### src/rtl/pipeline_hazard_ctrl_pkg.sv
// rtl/pipeline_hazard_ctrl_pkg.sv - shared encodings and helpers for the hazard controller
//
// Purpose : FSM state encodings, stall-class (N) encodings and small helper
//           functions shared by the hazard detector and the controller top.
// Contents: state_e    - controller FSM states (RUN, STALL_EXTRA)
//           nclass_e   - number of stall cycles a hazard needs (NONE/ONE/TWO)
//           src_hit    - one source operand matches the EX destination
//           nclass_max - larger of two stall classes
package pipeline_hazard_ctrl_pkg;

  typedef enum logic [1:0] {
    ST_RUN         = 2'b00,
    ST_STALL_EXTRA = 2'b01
  } state_e;

  typedef enum logic [1:0] {
    N_NONE = 2'd0,
    N_ONE  = 2'd1,
    N_TWO  = 2'd2
  } nclass_e;

  // $0 is hard-wired to zero, so a write to it never creates a dependency.
  function automatic logic src_hit(
    input logic       use_src,
    input logic [4:0] src,
    input logic [4:0] ex_rd,
    input logic       ex_regw
  );
    return use_src && (src != 5'd0) && ex_regw && (ex_rd == src);
  endfunction

  function automatic nclass_e nclass_max(input nclass_e a, input nclass_e b);
    return (a > b) ? a : b;
  endfunction

endpackage

### src/rtl/pipeline_hazard_ctrl_hazard_detect.sv
// rtl/pipeline_hazard_ctrl_hazard_detect.sv - combinational load-use / branch-operand hazard classifier
//
// Purpose : Compares the ID-stage source registers against the EX-stage
//           destination and reports how many stall cycles are needed.
// Ports   : i_id_rs, i_id_rt         ID source register numbers
//           i_id_use_rs, i_id_use_rt ID instruction really reads rs / rt
//           i_id_is_branch           ID instruction needs operands in ID
//           i_ex_rf_rd               EX destination register
//           i_ex_regw, i_ex_memr     EX writes the RF / EX is a load
//           o_n                      required stall cycles (nclass_e)
module pipeline_hazard_ctrl_hazard_detect
  import pipeline_hazard_ctrl_pkg::*;
(
  input  logic [4:0] i_id_rs,
  input  logic [4:0] i_id_rt,
  input  logic       i_id_use_rs,
  input  logic       i_id_use_rt,
  input  logic       i_id_is_branch,
  input  logic [4:0] i_ex_rf_rd,
  input  logic       i_ex_regw,
  input  logic       i_ex_memr,
  output nclass_e    o_n
);

  logic    w_rs_hit;
  logic    w_rt_hit;
  nclass_e w_rs_n;
  nclass_e w_rt_n;

  assign w_rs_hit = src_hit(i_id_use_rs, i_id_rs, i_ex_rf_rd, i_ex_regw);
  assign w_rt_hit = src_hit(i_id_use_rt, i_id_rt, i_ex_rf_rd, i_ex_regw);

  // A branch compares in ID, so even an ALU result in EX is one cycle late;
  // a load in EX is two cycles late for a branch. Non-branch consumers get
  // ALU results by forwarding and only wait one cycle behind a load.
  function automatic nclass_e classify(input logic hit);
    nclass_e n;
    n = N_NONE;
    if (hit) begin
      if (i_id_is_branch) begin
        n = i_ex_memr ? N_TWO : N_ONE;
      end else if (i_ex_memr) begin
        n = N_ONE;
      end
    end
    return n;
  endfunction

  assign w_rs_n = classify(w_rs_hit);
  assign w_rt_n = classify(w_rt_hit);
  assign o_n    = nclass_max(w_rs_n, w_rt_n);

endmodule

### src/rtl/pipeline_hazard_ctrl.sv
// rtl/pipeline_hazard_ctrl.sv - stall/flush controller for the 5-stage MIPS pipeline
//
// Purpose : Freezes or bubbles the pipeline on load-use and branch-operand
//           hazards, squashes the wrong-path fetch after a taken redirect and
//           holds everything while data memory is busy. Counts stall and
//           flush events with saturating counters.
// Ports   : clk, rst                    clock, async active-high reset
//           i_id_*                      ID-stage instruction fields
//           i_ex_*                      EX-stage producer fields
//           i_mem_busy                  data memory not ready, hold all
//           o_pc_write .. o_memwb_write stage register write enables
//           o_ifid_flush, o_idex_flush  bubble insertion on next edge
//           o_stall_cnt, o_flush_cnt    saturating event counters
module pipeline_hazard_ctrl
  import pipeline_hazard_ctrl_pkg::*;
#(
  parameter int CNT_W = 16
) (
  input  logic             clk,
  input  logic             rst,
  input  logic [4:0]       i_id_rs,
  input  logic [4:0]       i_id_rt,
  input  logic             i_id_use_rs,
  input  logic             i_id_use_rt,
  input  logic             i_id_is_branch,
  input  logic             i_id_redirect,
  input  logic [4:0]       i_ex_rf_rd,
  input  logic             i_ex_regw,
  input  logic             i_ex_memr,
  input  logic             i_mem_busy,
  output logic             o_pc_write,
  output logic             o_ifid_write,
  output logic             o_idex_write,
  output logic             o_exmem_write,
  output logic             o_memwb_write,
  output logic             o_ifid_flush,
  output logic             o_idex_flush,
  output logic [CNT_W-1:0] o_stall_cnt,
  output logic [CNT_W-1:0] o_flush_cnt
);

  localparam logic [CNT_W-1:0] CNT_ONE = CNT_W'(1);
  localparam logic [CNT_W-1:0] CNT_MAX = {CNT_W{1'b1}};

  state_e           r_state;
  state_e           w_state_nxt;
  nclass_e          w_n;
  logic             w_stall;
  logic             w_flush;
  logic [CNT_W-1:0] r_stall_cnt;
  logic [CNT_W-1:0] r_flush_cnt;

  pipeline_hazard_ctrl_hazard_detect u_hazard_detect (
    .i_id_rs        (i_id_rs),
    .i_id_rt        (i_id_rt),
    .i_id_use_rs    (i_id_use_rs),
    .i_id_use_rt    (i_id_use_rt),
    .i_id_is_branch (i_id_is_branch),
    .i_ex_rf_rd     (i_ex_rf_rd),
    .i_ex_regw      (i_ex_regw),
    .i_ex_memr      (i_ex_memr),
    .o_n            (w_n)
  );

  // State register.
  always_ff @(posedge clk or posedge rst) begin
    if (rst) begin
      r_state <= ST_RUN;
    end else begin
      r_state <= w_state_nxt;
    end
  end

  // Next state and Mealy output decode. Priority is mem_busy, then stall,
  // then flush. A busy cycle leaves the state untouched, so a hazard seen
  // under mem_busy is simply re-evaluated once memory is ready.
  always_comb begin
    w_state_nxt   = r_state;
    w_stall       = 1'b0;
    w_flush       = 1'b0;
    o_pc_write    = 1'b1;
    o_ifid_write  = 1'b1;
    o_idex_write  = 1'b1;
    o_exmem_write = 1'b1;
    o_memwb_write = 1'b1;
    o_ifid_flush  = 1'b0;
    o_idex_flush  = 1'b0;

    if (rst) begin
      o_pc_write    = 1'b0;
      o_ifid_write  = 1'b0;
      o_idex_write  = 1'b0;
      o_exmem_write = 1'b0;
      o_memwb_write = 1'b0;
    end else if (i_mem_busy) begin
      o_pc_write    = 1'b0;
      o_ifid_write  = 1'b0;
      o_idex_write  = 1'b0;
      o_exmem_write = 1'b0;
      o_memwb_write = 1'b0;
    end else begin
      case (r_state)
        ST_RUN: begin
          if (w_n != N_NONE) begin
            w_stall = 1'b1;
            if (w_n == N_TWO) begin
              w_state_nxt = ST_STALL_EXTRA;
            end
          end else if (i_id_redirect) begin
            // Redirect is only honoured once the branch operands are ready.
            w_flush = 1'b1;
          end
        end
        ST_STALL_EXTRA: begin
          // The bubble now in EX hides the producer, so hazard inputs are
          // not consulted; the second stall cycle is unconditional.
          w_stall     = 1'b1;
          w_state_nxt = ST_RUN;
        end
        default: begin
          w_state_nxt = ST_RUN;
        end
      endcase

      if (w_stall) begin
        o_pc_write   = 1'b0;
        o_ifid_write = 1'b0;
        o_idex_flush = 1'b1;
      end
      o_ifid_flush = w_flush;
    end
  end

  // Saturating event counters. w_stall and w_flush are already masked by
  // rst and mem_busy in the decode above.
  always_ff @(posedge clk or posedge rst) begin
    if (rst) begin
      r_stall_cnt <= '0;
      r_flush_cnt <= '0;
    end else begin
      if (w_stall && (r_stall_cnt != CNT_MAX)) begin
        r_stall_cnt <= r_stall_cnt + CNT_ONE;
      end
      if (w_flush && (r_flush_cnt != CNT_MAX)) begin
        r_flush_cnt <= r_flush_cnt + CNT_ONE;
      end
    end
  end

  assign o_stall_cnt = r_stall_cnt;
  assign o_flush_cnt = r_flush_cnt;

endmodule

### config.mk
export PLATFORM = sky130hd
export DESIGN_NAME = pipeline_hazard_ctrl
export DESIGN_NICKNAME = d
export VERILOG_FILES = /design/src/rtl/pipeline_hazard_ctrl_pkg.sv /design/src/rtl/pipeline_hazard_ctrl_hazard_detect.sv /design/src/rtl/pipeline_hazard_ctrl.sv
export SDC_FILE = /design/constraint.sdc
export NUM_CORES = 1
export LEC_CHECK = 0
export ABC_CLOCK_PERIOD_IN_PS = 6000
export CORE_MARGIN = 2
export CORE_UTILIZATION = 30
export DETAILED_ROUTE_END_ITERATION = 10
export GPL_TIMING_DRIVEN = 0
export PLACE_DENSITY_LB_ADDON = 0.2
export SLEW_MARGIN = 30
export SYNTH_ARGS = -nofsm -noshare
export SYNTH_HDL_FRONTEND = slang
export SYNTH_SLANG_ARGS = --single-unit
### constraint.sdc
create_clock -name clk -period 6 [get_ports clk]
set_input_delay 1.5 -clock clk [delete_from_list [all_inputs] [get_ports clk]]
set_output_delay 1.5 -clock clk [all_outputs]
set_load 0.01 [all_outputs]
Yosys cells after proc, flatten, opt, wreduce, memory -nomap -nowiden
Index checks and enable logic that the tools add are counted.
{"block": "classes", "bitwise_logic": 2, "n_eq_ne": 8, "n_mux": 28, "n_lt_le_gt_ge": 1, "addsub": 2, "n_reduce_logical": 13}
{"operator": "16-bit by 1-bit adder with 16-bit output (second input constant)", "n": 2}
{"operator": "16-bit inequality test (second input constant)", "n": 2}
{"operator": "1-bit 2-to-1 mux", "n": 19}
{"operator": "2-bit 2-to-1 mux", "n": 8}
{"operator": "5-bit == test", "n": 2}
{"operator": "5-bit nonzero test", "n": 2}
{"operator": "1-bit logical AND", "n": 8}
{"operator": "2-bit inequality test (second input constant)", "n": 2}
{"operator": "4-bit AND reduction", "n": 1}
{"operator": "2-bit by 1-bit == test with 1-bit output (second input constant)", "n": 1}
{"operator": "2-bit == test (second input constant)", "n": 1}
{"operator": "2-bit greater-than comparator", "n": 1}
{"operator": "2-bit zero test", "n": 1}
{"operator": "1-bit inverter", "n": 2}
{"operator": "1-bit one-hot mux with 2 select lines", "n": 1}
{"operator": "2-bit nonzero test", "n": 1}
{"block": "word_totals", "regBits": 34, "inputBits": 24}

Longest topological paths before layout
{"block": "logic_depth", "ltp_word": 15, "mapped_depth": 13, "ltp_nobuf": 12}

By module
From an unflattened synthesis, not the netlist that was laid out.
{"block": "unflattened", "cells_unflattened": 198, "hier_area_um2": 1995.7}
{"mod": "pipeline_hazard_ctrl", "n_inst": 1, "seq_area_each_um2": 825.8, "cells_per_inst": 162, "area_each_um2": 1696.6}
{"mod": "pipeline_hazard_ctrl_hazard_detect", "n_inst": 1, "seq_area_each_um2": 0.0, "cells_per_inst": 36, "area_each_um2": 299.0}

Least setup slack after synthesis
No wires, ideal clock.
{"block": "synth_path", "path_type": "input to output", "startpoint": "input i_id_is_branch", "endpoint": "output o_ifid_flush", "setup_slack_ps": 613, "stages": 12, "n_path_buf": 1, "arrival_time_ps": 3887, "path_cell_list": "ha_1 or3b_2 nor4_2 inv_1 ha_1 o21bai_1 and2_1 o41ai_4 a21o_1 buf_6 nor2_1 and2_1"}
{"block": "synth_via", "elab_chain_len": 9}
{"element": "start, declared", "line_no": "pipeline_hazard_ctrl.sv:25", "rtl": "input logic i_id_is_branch,"}
{"element": "2-bit 2-to-1 mux *", "line_no": "pipeline_hazard_ctrl_hazard_detect.sv:40", "rtl": "if (i_id_is_branch) begin"}
{"element": "2-bit 2-to-1 mux", "line_no": "pipeline_hazard_ctrl_hazard_detect.sv:39", "rtl": "if (hit) begin"}
{"element": "2-bit greater-than comparator", "line_no": "pipeline_hazard_ctrl_pkg.sv:33", "rtl": "return (a > b) ? a : b;"}
{"element": "2-bit 2-to-1 mux *", "line_no": "pipeline_hazard_ctrl_pkg.sv:33"}
{"element": "2-bit nonzero test *", "line_no": "pipeline_hazard_ctrl.sv:104", "rtl": "if (w_n != N_NONE) begin"}
{"element": "1-bit 2-to-1 mux *", "line_no": "pipeline_hazard_ctrl.sv:104"}
{"element": "1-bit 2-to-1 mux *", "line_no": "pipeline_hazard_ctrl.sv:102", "rtl": "case (r_state)"}
{"element": "1-bit 2-to-1 mux *", "line_no": "pipeline_hazard_ctrl.sv:95", "rtl": "end else if (i_mem_busy) begin"}
{"element": "1-bit 2-to-1 mux *", "line_no": "pipeline_hazard_ctrl.sv:89", "rtl": "if (rst) begin"}
{"element": "end, declared", "line_no": "pipeline_hazard_ctrl.sv:36", "rtl": "output logic o_ifid_flush,"}
Mark *: on every way between the ends. The rest lies on a longest branch, timed or not.

Worst setup path in the final report
{"block": "layout_path", "startpoint": "input i_ex_rf_rd[3]", "endpoint": "output o_ifid_write"}
{"block": "layout_via", "elab_chain_len": 13}
{"element": "start, declared", "line_no": "pipeline_hazard_ctrl.sv:27", "rtl": "input logic [4:0] i_ex_rf_rd,"}
{"element": "5-bit == test", "line_no": "pipeline_hazard_ctrl_pkg.sv:29", "rtl": "return use_src && (src != 5'd0) && ex_regw && (ex_rd == src);"}
{"element": "1-bit logical AND", "line_no": "pipeline_hazard_ctrl_pkg.sv:29"}
{"element": "2-bit 2-to-1 mux", "line_no": "pipeline_hazard_ctrl_hazard_detect.sv:39"}
{"element": "2-bit greater-than comparator", "line_no": "pipeline_hazard_ctrl_pkg.sv:33"}
{"element": "2-bit 2-to-1 mux *", "line_no": "pipeline_hazard_ctrl_pkg.sv:33"}
{"element": "2-bit nonzero test *", "line_no": "pipeline_hazard_ctrl.sv:104"}
{"element": "1-bit 2-to-1 mux *", "line_no": "pipeline_hazard_ctrl.sv:104"}
{"element": "1-bit one-hot mux with 2 select lines *", "line_no": "pipeline_hazard_ctrl.sv:102"}
{"element": "1-bit 2-to-1 mux *", "line_no": "pipeline_hazard_ctrl.sv:95"}
{"element": "1-bit 2-to-1 mux *", "line_no": "pipeline_hazard_ctrl.sv:89"}
{"element": "1-bit 2-to-1 mux *", "line_no": "pipeline_hazard_ctrl.sv:125", "rtl": "if (w_stall) begin"}
{"element": "1-bit 2-to-1 mux *", "line_no": "pipeline_hazard_ctrl.sv:95"}
{"element": "1-bit 2-to-1 mux *", "line_no": "pipeline_hazard_ctrl.sv:89"}
{"element": "end, declared", "line_no": "pipeline_hazard_ctrl.sv:32", "rtl": "output logic o_ifid_write,"}
Mark *: on every way between the ends. The rest lies on a longest branch, timed or not. The select of a mux whose other input is x is not followed.

==> out/qor.yml <==
status: "finished clean"
synth_area_leaders: "dfrtp_1 42%, xnor2_1 11%, xor2_1 4.9%"
die_h_microns: 85.3
dp_slack_ns: -0.497
maxCapViolCount: 0
hold_ws_ns: 0.487
slew_headroom_pct: 52.5
tns_ns: 0
met1_length_microns: 2280
layout_common_cells: "53 x clkdlybuf4s50_1, 33 x dfrtp_1, 23 x xnor2_1"
synth.distinct_cells: 39
synthesis.nets: 230
rsz0062_at_grt: "false"
final-hold-violation-count: 0
p_per_area_mw_per_mm2: 196
viasPerCell: 4.77
final_nets: 302
clockBufferDepth: 2
cts_buffers: 5
peakVddDrop_v: 0.000155
grt_pass1_vias: 1645
worstSetupStartpointType: "input pin"
cts_tree: "done"
h-tree-depth: 2
antenna_found_initial: 0
fin_ws_ns: 0.216
top_layer: "met4"
p_leak_nw: 1.27
wirelength_microns: 4740
num_rows: 29
synth-simple-area-share_pct: 26.5
drt_iter0_markers: 90
met2WireLength_microns: 2130
cts_hold_buf: 0
fin_util_pct: 44.9
period_share_pct: 96.4
grt_max_degree: 34
routabilityCongestion: 0.801
initial_core_util_pct: 31.1
ys_seq_area_share_pct: 41.6
worst_slew_pin_slew_ns: 0.712
syn_inst: 200
dp_hpwl_microns: 3440
drtPass1Iterations: 4
grt_pass1_wl_microns: 7880
numPortBuffers: 62
clock_skew_ns: 0.00445
synth_top_cell_by_area: "dfrtp_1"
muxShareOfSynthArea_pct: 1.89
cts.clk_slew.worst_paths_ns: 0.07
n_antenna_cell: 0
wl_met3_microns: 285
grt_overflow_total: 0
arrival_ns: 4.28
avgSynthCellArea_sq_um: 9.92
period_needed_ns: 5.78
clk_latency_ns: 0.28
syn2layout_area_growth_pct: 44.6
hp-class: "flip-flop to flip-flop"
ant_nets: 0
die_w_microns: 85.3
yosys_warnings: 0
clock-sinks: 33
remaining_drc_errors: 0
synth_area_sq_mm: 0.00198
synth_top_family_by_area: "simple AND/OR/NAND/NOR gates"
required_ns: 4.50
drive_gt1_share_pct: 13.6
dieArea_sq_mm: 0.00728
synthXorXnorAreaFrac_pct: 15.5
synth_top_area_share_pct: 41.6
setup_viol: 0
vias: 1668
cp_max_fo: 9
end_kind: "primary output"
design.core.area_sq_mm: 0.00639
synth_fa_ha_area_share_pct: 3.79
ys_ff_latch: 33
layout_commonest_cell: "clkdlybuf4s50_1"
fmaxAchievable_mhz: 173
critPathKind: "input pin to primary output"
slew_viol_final: 0
cts_root_buf: "clkbuf_8"
grt_usage_pct: 13.5
io_pins: 63
synth-compound-area-share_pct: 6.88
wire_per_inst_microns: 13.5
## critical path, stage by stage
cell and delay, ns:
clkdlybuf4s50_1 0.52, or4_1 0.17, a21oi_4 0.07, or4_4 0.54, ha_1 0.33, o21bai_2 0.18, and2_4 0.18, o41ai_4 0.08
a21o_1 0.19, buf_6 0.14, nor2_4 0.10, dlygate4sd2_1 0.28
## stage by stage
step	total power [mW]	instance area, sq um	instances
final	0.563	2870	350
after global routing	0.597	2870	350
after global placement	0.403	2700	339
after floorplan	0.328	1980	200
after CTS	0.569	2830	349
after detailed placement	0.403	2700	339
## cell families (layout without fill, tap and decap cells)
logic type,after synthesis,count (layout)
compound gates,14,14
fa+ha+maj,6,6
simple gates,94,94
xor+xnor,35,35
buf+inv,15,88
mux,3,3
flops,33,33
## worst paths after layout
kind                            depth (start not counted)  slack (ns)           start         endpoint
worst max-delay path                                   12        0.22   i_ex_rf_rd[3]     o_ifid_write
worst min-delay path                                    1        0.49  o_stall_cnt[5]   o_stall_cnt[5]
worst max register to register                          7        3.70  o_flush_cnt[0]  o_flush_cnt[13]
worst min register to register                          1        0.49  o_stall_cnt[5]   o_stall_cnt[5]
max in group asynchronous                               2        3.86             rst  o_stall_cnt[12]
min in group asynchronous                               2        1.69             rst   o_stall_cnt[4]
## routing by layer
layer  up-vias  track usage (%)
met2        46             20.7
met1       771             18.7
li1        849                -
met4         0             4.33
met3         2             3.21
met5         -                0
## cell usage after synthesis (all sizes together)
cell	number
nor4	5
a21o	1
a21oi	4
a22o	1
or3b	1
xor2	11
buf	5
nor2	11
a2111o	1
nor3	6
and3	7
or4	2
and2	7
nand2	16
and4	3
nand2b	4
xnor2	24
nand4	12
inv	10
nand4b	2
mux2	3
ha	6
nand3	14
or2	2
dfrtp	33
o31ai	2
nor2b	2
o211ai	1
o221ai	1
a311o	1
o21bai	1
o41ai	1
## layout make-up
type	count	area (sq um)
flip-flops and latches	33	826
multi-input cells	152	1140
repair buffers	65	643
inverters	10	37.5
well taps	77	96.3
clock buffers	6	72.6
fillers	623	3520
plain buffers	5	38.8
clock inverters	2	10.0
## where the power goes
group | total, mW | switching (mW) | internal (mW)
sequential | 0.270 | 0.0275 | 0.242
clock | 0.159 | 0.0788 | 0.0803
combinational | 0.135 | 0.0565 | 0.0781
total | 0.563 | 0.163 | 0.401
## registers in the layout, summed over array words and instances (netlist names)
name	flops
o_stall_cnt	16
o_flush_cnt	16
r_state	1
## timing repair
action | CTS | global route
setup endpoints to repair | 4 | 4
pin swaps | 5 | 9
setup buffers | 2 | 1
resized for setup | 12 | 14
Power figures use the tool's default switching activity.
